===== src/rtl/cmd_line_sequencer_pkg.sv =====
// Shared definitions for the command-line sequencer.
//   - Phase indices of the 8-phase instruction cycle (PH_A1..PH_X3).
//   - Opcode (OPR) and modifier (OPA) nibbles that the sequencer decodes.
//   - is_two_word(): identifies instructions whose next word is an operand.
package cpu_defs;

    localparam logic [2:0] PH_A1 = 3'd0;
    localparam logic [2:0] PH_A2 = 3'd1;
    localparam logic [2:0] PH_A3 = 3'd2;
    localparam logic [2:0] PH_M1 = 3'd3;
    localparam logic [2:0] PH_M2 = 3'd4;
    localparam logic [2:0] PH_X1 = 3'd5;
    localparam logic [2:0] PH_X2 = 3'd6;
    localparam logic [2:0] PH_X3 = 3'd7;

    localparam logic [3:0] OPR_JCN     = 4'h1;
    localparam logic [3:0] OPR_FIM_SRC = 4'h2;
    localparam logic [3:0] OPR_JUN     = 4'h4;
    localparam logic [3:0] OPR_JMS     = 4'h5;
    localparam logic [3:0] OPR_ISZ     = 4'h7;
    localparam logic [3:0] OPR_IO      = 4'hE;
    localparam logic [3:0] OPR_ACC     = 4'hF;
    localparam logic [3:0] OPA_DCL     = 4'hD;

    // FIM and SRC share OPR=2; FIM has an even OPA and carries a data word.
    function automatic logic is_two_word(input logic [3:0] opr, input logic [3:0] opa);
        logic two;
        case (opr)
            OPR_JCN, OPR_JUN, OPR_JMS, OPR_ISZ: two = 1'b1;
            OPR_FIM_SRC:                        two = ~opa[0];
            default:                            two = 1'b0;
        endcase
        return two;
    endfunction

endpackage


===== src/rtl/cmd_line_sequencer_if.sv =====
// Bus-side signals of the command-line sequencer.
//   sync      cpu -> seq  cycle marker, high for one clock at the sync phase
//   data      cpu -> seq  shared 4-bit bus, snooped only
//   acc       cpu -> seq  accumulator[2:0], sampled for DCL
//   rom_cmd   seq -> mem  ROM command strobe, active-high
//   ram_cmd_n seq -> mem  RAM bank command strobes, active-low
//   phase     seq -> cpu  current phase of the instruction cycle
interface cmd_line_if;
    logic       sync;
    logic [3:0] data;
    logic [2:0] acc;
    logic       rom_cmd;
    logic [3:0] ram_cmd_n;
    logic [2:0] phase;

    modport master (output sync, data, acc, input rom_cmd, ram_cmd_n, phase);
    modport slave  (input sync, data, acc, output rom_cmd, ram_cmd_n, phase);
endinterface


===== src/rtl/cmd_line_sequencer_phase_counter.sv =====
// Mod-8 phase counter, realigned by sync.
//   clock, reset  system clock, async active-high reset
//   sync          cycle marker; forces the next phase to A1 and sets locked
//   phase         current phase
//   phase_next    phase of the next clock (lets the top register strobes)
//   locked        set by the first sync, cleared only by reset
//   realign       sync seen at a phase other than SYNC_PHASE
//
// phase | meaning
// 0 A1  | address nibble 1
// 1 A2  | address nibble 2
// 2 A3  | address nibble 3, command strobe
// 3 M1  | opcode OPR on data
// 4 M2  | modifier OPA on data, I/O command strobe
// 5 X1  | execute 1
// 6 X2  | execute 2, SRC command strobe
// 7 X3  | execute 3, end of cycle
module phase_counter
    import cpu_defs::*;
#(
    parameter int unsigned SYNC_PHASE = 7
) (
    input  logic       clock,
    input  logic       reset,
    input  logic       sync,
    output logic [2:0] phase,
    output logic [2:0] phase_next,
    output logic       locked,
    output logic       realign
);

    localparam logic [2:0] SYNC_PH = SYNC_PHASE[2:0];

    logic [2:0] phase_q, phase_d;
    logic       locked_q, locked_d;

    always_comb begin
        phase_d  = phase_q + 3'd1;
        locked_d = locked_q;
        realign  = 1'b0;
        if (sync) begin
            phase_d  = PH_A1;
            locked_d = 1'b1;
            realign  = (phase_q != SYNC_PH);
        end
    end

    always_ff @(posedge clock or posedge reset) begin
        if (reset) begin
            phase_q  <= PH_A1;
            locked_q <= 1'b0;
        end else begin
            phase_q  <= phase_d;
            locked_q <= locked_d;
        end
    end

    assign phase      = phase_q;
    assign phase_next = phase_d;
    assign locked     = locked_q;

endmodule


===== src/rtl/cmd_line_sequencer.sv =====
// ROM/RAM command-line generator for the shared 4-bit bus.
// Tracks the instruction phase from sync, snoops OPR/OPA on data, holds the
// DCL bank register and drives registered rom_cmd / ram_cmd_n strobes in
// A3 (every cycle), M2 (I/O instructions) and X2 (SRC).
//   clock, reset   system clock, async active-high reset
//   bus (slave)    sync, data, acc in; rom_cmd, ram_cmd_n, phase out
module cmd_line_sequencer
    import cpu_defs::*;
#(
    parameter int unsigned SYNC_PHASE    = 7,
    parameter bit          ENABLE_IO_CMD = 1'b1
) (
    input  logic        clock,
    input  logic        reset,
    cmd_line_if.slave   bus
);

    logic [2:0] phase, phase_next;
    logic       locked, realign;

    logic [3:0] opr_q, opr_d;
    logic [3:0] opa_q, opa_d;
    logic [2:0] bank_q, bank_d;
    logic       second_word_q, second_word_d;
    logic       rom_cmd_q, rom_cmd_d;
    logic [3:0] ram_cmd_n_q, ram_cmd_n_d;
    logic       fire;

    phase_counter #(.SYNC_PHASE(SYNC_PHASE)) u_phase (
        .clock      (clock),
        .reset      (reset),
        .sync       (bus.sync),
        .phase      (phase),
        .phase_next (phase_next),
        .locked     (locked),
        .realign    (realign)
    );

    // Bank 0 selects line 0 alone; other banks use lines 3:1 as a binary code.
    function automatic logic [3:0] bank_mask(input logic [2:0] b);
        return (b == 3'd0) ? 4'b0001 : {b, 1'b0};
    endfunction

    always_comb begin
        opr_d         = opr_q;
        opa_d         = opa_q;
        bank_d        = bank_q;
        second_word_d = second_word_q;
        rom_cmd_d     = 1'b0;
        ram_cmd_n_d   = 4'hF;
        fire          = 1'b0;

        if (locked) begin
            // A second word is operand data, so it must not overwrite OPR/OPA.
            if (!second_word_q) begin
                if (phase == PH_M1) opr_d = bus.data;
                if (phase == PH_M2) opa_d = bus.data;
            end

            if (realign) begin
                second_word_d = 1'b0;
            end else if (phase == PH_X3) begin
                if (second_word_q) begin
                    second_word_d = 1'b0;
                end else begin
                    second_word_d = is_two_word(opr_q, opa_q);
                    if (opr_q == OPR_ACC && opa_q == OPA_DCL) bank_d = bus.acc;
                end
            end

            // Strobes are registered, so decide one clock ahead using phase_next.
            // A sync forces phase_next to A1, which drops any strobe of the
            // interrupted cycle. The M2 decision decodes OPR straight off data
            // during M1 because opr_q is not loaded until the end of M1.
            case (phase_next)
                PH_A3:   fire = 1'b1;
                PH_M2:   fire = ENABLE_IO_CMD && !second_word_q && (bus.data == OPR_IO);
                PH_X2:   fire = !second_word_q && (opr_q == OPR_FIM_SRC) && opa_q[0];
                default: fire = 1'b0;
            endcase

            if (fire) begin
                rom_cmd_d   = 1'b1;
                ram_cmd_n_d = ~bank_mask(bank_q);
            end
        end
    end

    always_ff @(posedge clock or posedge reset) begin
        if (reset) begin
            opr_q         <= 4'h0;
            opa_q         <= 4'h0;
            bank_q        <= 3'd0;
            second_word_q <= 1'b0;
            rom_cmd_q     <= 1'b0;
            ram_cmd_n_q   <= 4'hF;
        end else begin
            opr_q         <= opr_d;
            opa_q         <= opa_d;
            bank_q        <= bank_d;
            second_word_q <= second_word_d;
            rom_cmd_q     <= rom_cmd_d;
            ram_cmd_n_q   <= ram_cmd_n_d;
        end
    end

    assign bus.rom_cmd   = rom_cmd_q;
    assign bus.ram_cmd_n = ram_cmd_n_q;
    assign bus.phase     = phase;

endmodule


===== src/flat_wrapper.sv =====
// flat-port wrapper written by rule: the top's interface ports become plain ports
module cmd_line_sequencer_flat import cpu_defs::*;
#(
    parameter int unsigned SYNC_PHASE    = 7,
    parameter bit          ENABLE_IO_CMD = 1'b1
)
  (clock, reset, bus_sync, bus_data, bus_acc, bus_rom_cmd, bus_ram_cmd_n, bus_phase);
  cmd_line_if bus_i ();
  input  logic clock;
  input  logic reset;
  input wire logic [$bits(bus_i.sync)-1:0] bus_sync;
  input wire logic [$bits(bus_i.data)-1:0] bus_data;
  input wire logic [$bits(bus_i.acc)-1:0] bus_acc;
  output wire logic [$bits(bus_i.rom_cmd)-1:0] bus_rom_cmd;
  output wire logic [$bits(bus_i.ram_cmd_n)-1:0] bus_ram_cmd_n;
  output wire logic [$bits(bus_i.phase)-1:0] bus_phase;
  assign bus_i.sync = bus_sync;
  assign bus_i.data = bus_data;
  assign bus_i.acc = bus_acc;
  assign bus_rom_cmd = bus_i.rom_cmd;
  assign bus_ram_cmd_n = bus_i.ram_cmd_n;
  assign bus_phase = bus_i.phase;
  cmd_line_sequencer #(.SYNC_PHASE(SYNC_PHASE), .ENABLE_IO_CMD(ENABLE_IO_CMD)) u_core (.clock(clock), .reset(reset), .bus(bus_i));
endmodule

===== config.mk =====
export PLATFORM = sky130hd
export DESIGN_NAME = cmd_line_sequencer_flat
export DESIGN_NICKNAME = d
export VERILOG_FILES = /design/src/rtl/cmd_line_sequencer_pkg.sv /design/src/rtl/cmd_line_sequencer_if.sv /design/src/rtl/cmd_line_sequencer_phase_counter.sv /design/src/rtl/cmd_line_sequencer.sv /design/src/flat_wrapper.sv
export SDC_FILE = /design/constraint.sdc
export NUM_CORES = 1
export LEC_CHECK = 0
export BUFFER_PORTS_ARGS = -buffer_cell sky130_fd_sc_hd__buf_2
export CAP_MARGIN = 15
export CORE_MARGIN = 4
export CORE_UTILIZATION = 55
export CTS_BUF_LIST = sky130_fd_sc_hd__clkbuf_4
export CTS_CLUSTER_DIAMETER = 120
export DETAILED_ROUTE_END_ITERATION = 10
export MAX_ROUTING_LAYER = met4
export PLACE_DENSITY = 0.78
export SLEW_MARGIN = 0
export SYNTH_ARGS = -nofsm -noshare
export SYNTH_HDL_FRONTEND = slang
export SYNTH_SLANG_ARGS = --single-unit

===== constraint.sdc =====
create_clock -name clock -period 4.2 [get_ports clock]
set_clock_uncertainty 0.15 [all_clocks]
set_input_delay 1.26 -clock clock [delete_from_list [all_inputs] [get_ports clock]]
set_output_delay 1.26 -clock clock [all_outputs]
set_load 0.02 [all_outputs]

==> results.ini <==
[floorplan]
die_h_um=49.69
die_area_mm2=0.002469
die_w_um=49.69
initial_core_util_pct=60.63
fp-row-count=14
num_io_pins=18
coreArea_mm2=0.001577

[routing]
ant_nets=0
via_per_inst=5.670
wirelength_um=1622
wl_met1_um=740
wl_met3_um=69
drc_errors=0
top_layer=met4
drt_iter0_markers=7
num_vias=618
wl_met2_um=782
firstDrtPassIters=4
wire_per_inst_um=14.88

[critical_path]
cp_max_fo=1
path_cells=buf_2
path_class=reg -> out
required_ns=2.79
worst-path-stages=1
r2r-start=u_core.u_phase.phase[0]$_DFF_PP0_
crit_path_start_kind=flip-flop
end_kind=output pin
critPathLaunch=u_core.bus.ram_cmd_n[3]$_DFF_PP1_
cp.buffers_inverters=1
reg2reg_depth=5
path_delay_family=flip-flops
r2r-end=u_core.bank_q[1]$_DFFE_PP0P_
worstSetupEndpoint=bus_ram_cmd_n[3]
arrival_ns=0.98
crit_path_top_delay_cell=dfstp_2
reg2reg_slack_ns=2.23
critPathMaxStageDelay_ns=0.53

[synthesis]
synth.top_cells.by_area=dfrtp_1 45%, mux2_2 12%, dfstp_2 11%, ha_1 5.2%, a2111oi_4 2.9%
avgSynthCellArea_um2=13.28
syn_nets=86
seq_area_frac_synth_pct=55.50
synth_fa_ha_area_share_pct=5.236
syn-cell-area_um2=955.9
synth_compound_area_share_pct=6.021
yosysTopAreaCell=dfrtp_1
muxShareOfSynthArea_pct=12.96
synth_top_family_by_area=simple AND/OR/NAND/NOR gates
synth_xor_area_share_pct=0
synth.distinct_cells=23
yosysWarningCount=0
synth_top_area_share_pct=44.50
synth_simple_gate_area_share_pct=18.32
ys_ff_latch=21
synthCells=72

[final_layout]
regArea_um2=530.5
final_util_pct=69.05
multi_input_area_um2=406.6
layout_common_cells=17 x buf_2, 17 x dfrtp_1, 10 x mux2_2
diodes=0
drive_gt1_share_pct=43.01
area_growth_pct=13.87
fillers=122
fin_nets=108

[clock_network]
clk_latency_ns=0.31
cts_tree=built
cts_max_level=1
numCtsBuffers=3
hold_buffers=0
cts_sinks=21
postCtsSetupBuffers=0
clk_pin_slew_ns=0.11
cts_buffer_depth=2
cts_resized=0
clockRootBuffer=clkbuf_4

[placement]
gp_congestion=0.7848
dpl.hpwl_um=1205
dp_worst_setup_slack_ns=1.700
numPortBuffers=17

[grt]
grt-ovfl-total=0
grt_max_degree=22
antenna_found_initial=0
grt_pass1_vias=601
grt_pass1_wl_um=2870
track_usage_pct=16.36

[sta]
fmax_mhz=418.0
setup_viol=0
fin_ws_ns=1.808
timing.slew.headroom_pct=49.54
rsz0062_at_grt=no
worst_pin_slew_ns=0.7561
timing.final.crit_period_ns=2.392
fin_crit_sh_pct=56.96
slew_violations=0
hold_viol=0
setup-tns-final_ns=0

[hold_path]
hold_path_class=reg -> reg
worstHoldPathCells=1

[pwr]
power_density_mw_per_mm2=428.9
ir_worst_vdd_v=0.0002825
leakagePower_uw=0.0004925

[job]
max_cap_violations=0

[status]
status=complete, no violations

metrics by stage:
step                power (uW)  cells  hold WS [ns]  instance area, um2
finish                   466.9    109        0.3129                1089
global route             497.7    109        0.3413                1089
CTS                      470.1    109        0.3169                1089
detailed placement       373.8    105        0.2803                1061
global placement         367.9    105        0.2828                1061
floorplan                345.1     72        0.2568               955.9
power breakdown:
group          internal [uW]  switching (uW)  leakage [uW]
Clock                   35.6            61.0     0.0000177
Combinational           51.8            45.7      0.000222
Sequential               240            32.5      0.000253
Total                    328             139      0.000492
cell type report:
cell class | count | share of cell area [%]
Tap cell | 16 | 1.839
Sequential cell | 21 | 48.74
Multi-Input combinational cell | 46 | 37.36
Timing Repair Buffer | 17 | 7.816
Clock inverter | 1 | 0.4598
Inverter | 5 | 1.724
Clock buffer | 3 | 2.069
cell usage after synthesis (all sizes together):
| master | count |
|---|---|
| dfrtp | 17 |
| mux2 | 11 |
| inv | 5 |
| nand3 | 5 |
| nor2 | 5 |
| dfstp | 4 |
| ha | 4 |
| nand2 | 4 |
| nand4b | 2 |
| nor2b | 2 |
| or2 | 2 |
| a2111oi | 1 |
| a22o | 1 |
| and2 | 1 |
| nand3b | 1 |
| nand4bb | 1 |
| nor3 | 1 |
| nor4 | 1 |
| o211ai | 1 |
| o21ai | 1 |
| o221ai | 1 |
| or4b | 1 |
how the worst min path moves through the flow:
stage | start | endpoint | slack, ns
6_report | u_core.bank_q[1]$_DFFE_PP0P_ | u_core.bus.ram_cmd_n[2]$_DFF_PP1_ | 0.31
3_5_place_dp | u_core.bank_q[0]$_DFFE_PP0P_ | u_core.bus.ram_cmd_n[1]$_DFF_PP1_ | 0.28
2_1_floorplan | u_core.bank_q[0]$_DFFE_PP0P_ | u_core.bus.ram_cmd_n[1]$_DFF_PP1_ | 0.26
4_1_cts | u_core.bank_q[1]$_DFFE_PP0P_ | u_core.bus.ram_cmd_n[2]$_DFF_PP1_ | 0.32
3_3_place_gp | u_core.bank_q[1]$_DFFE_PP0P_ | u_core.bus.ram_cmd_n[2]$_DFF_PP1_ | 0.28
5_1_grt | u_core.bank_q[1]$_DFFE_PP0P_ | u_core.bus.ram_cmd_n[2]$_DFF_PP1_ | 0.34
state kept, by name, summed over array words and instances, names as in the netlist:
signal / count
u_core.bank_q: 3
u_core.second_word_q: 1
u_core.u_phase.locked: 1
u_core.bus.ram_cmd_n: 4
u_core.opr_q: 4
u_core.bus.rom_cmd: 1
u_core.u_phase.phase: 3
u_core.opa_q: 4
logic make-up (layout without fill, tap and decap cells):
kind of cell / Yosys count / in the layout
DFF: 21 / 21
muxes: 11 / 11
and+or+nand+nor: 26 / 26
adders and majority gates: 4 / 4
buffers and inverters: 5 / 26
AOI/OAI and AO/OA: 5 / 5
layer usage:
metal / global-route usage, % / vias to the layer above
li1: - / 298
met1: 19.10 / 300
met2: 25.33 / 17
met3: 3.614 / 3
met4: 10.60 / 0
met5: - / -
(Power assumes the default switching activity.)
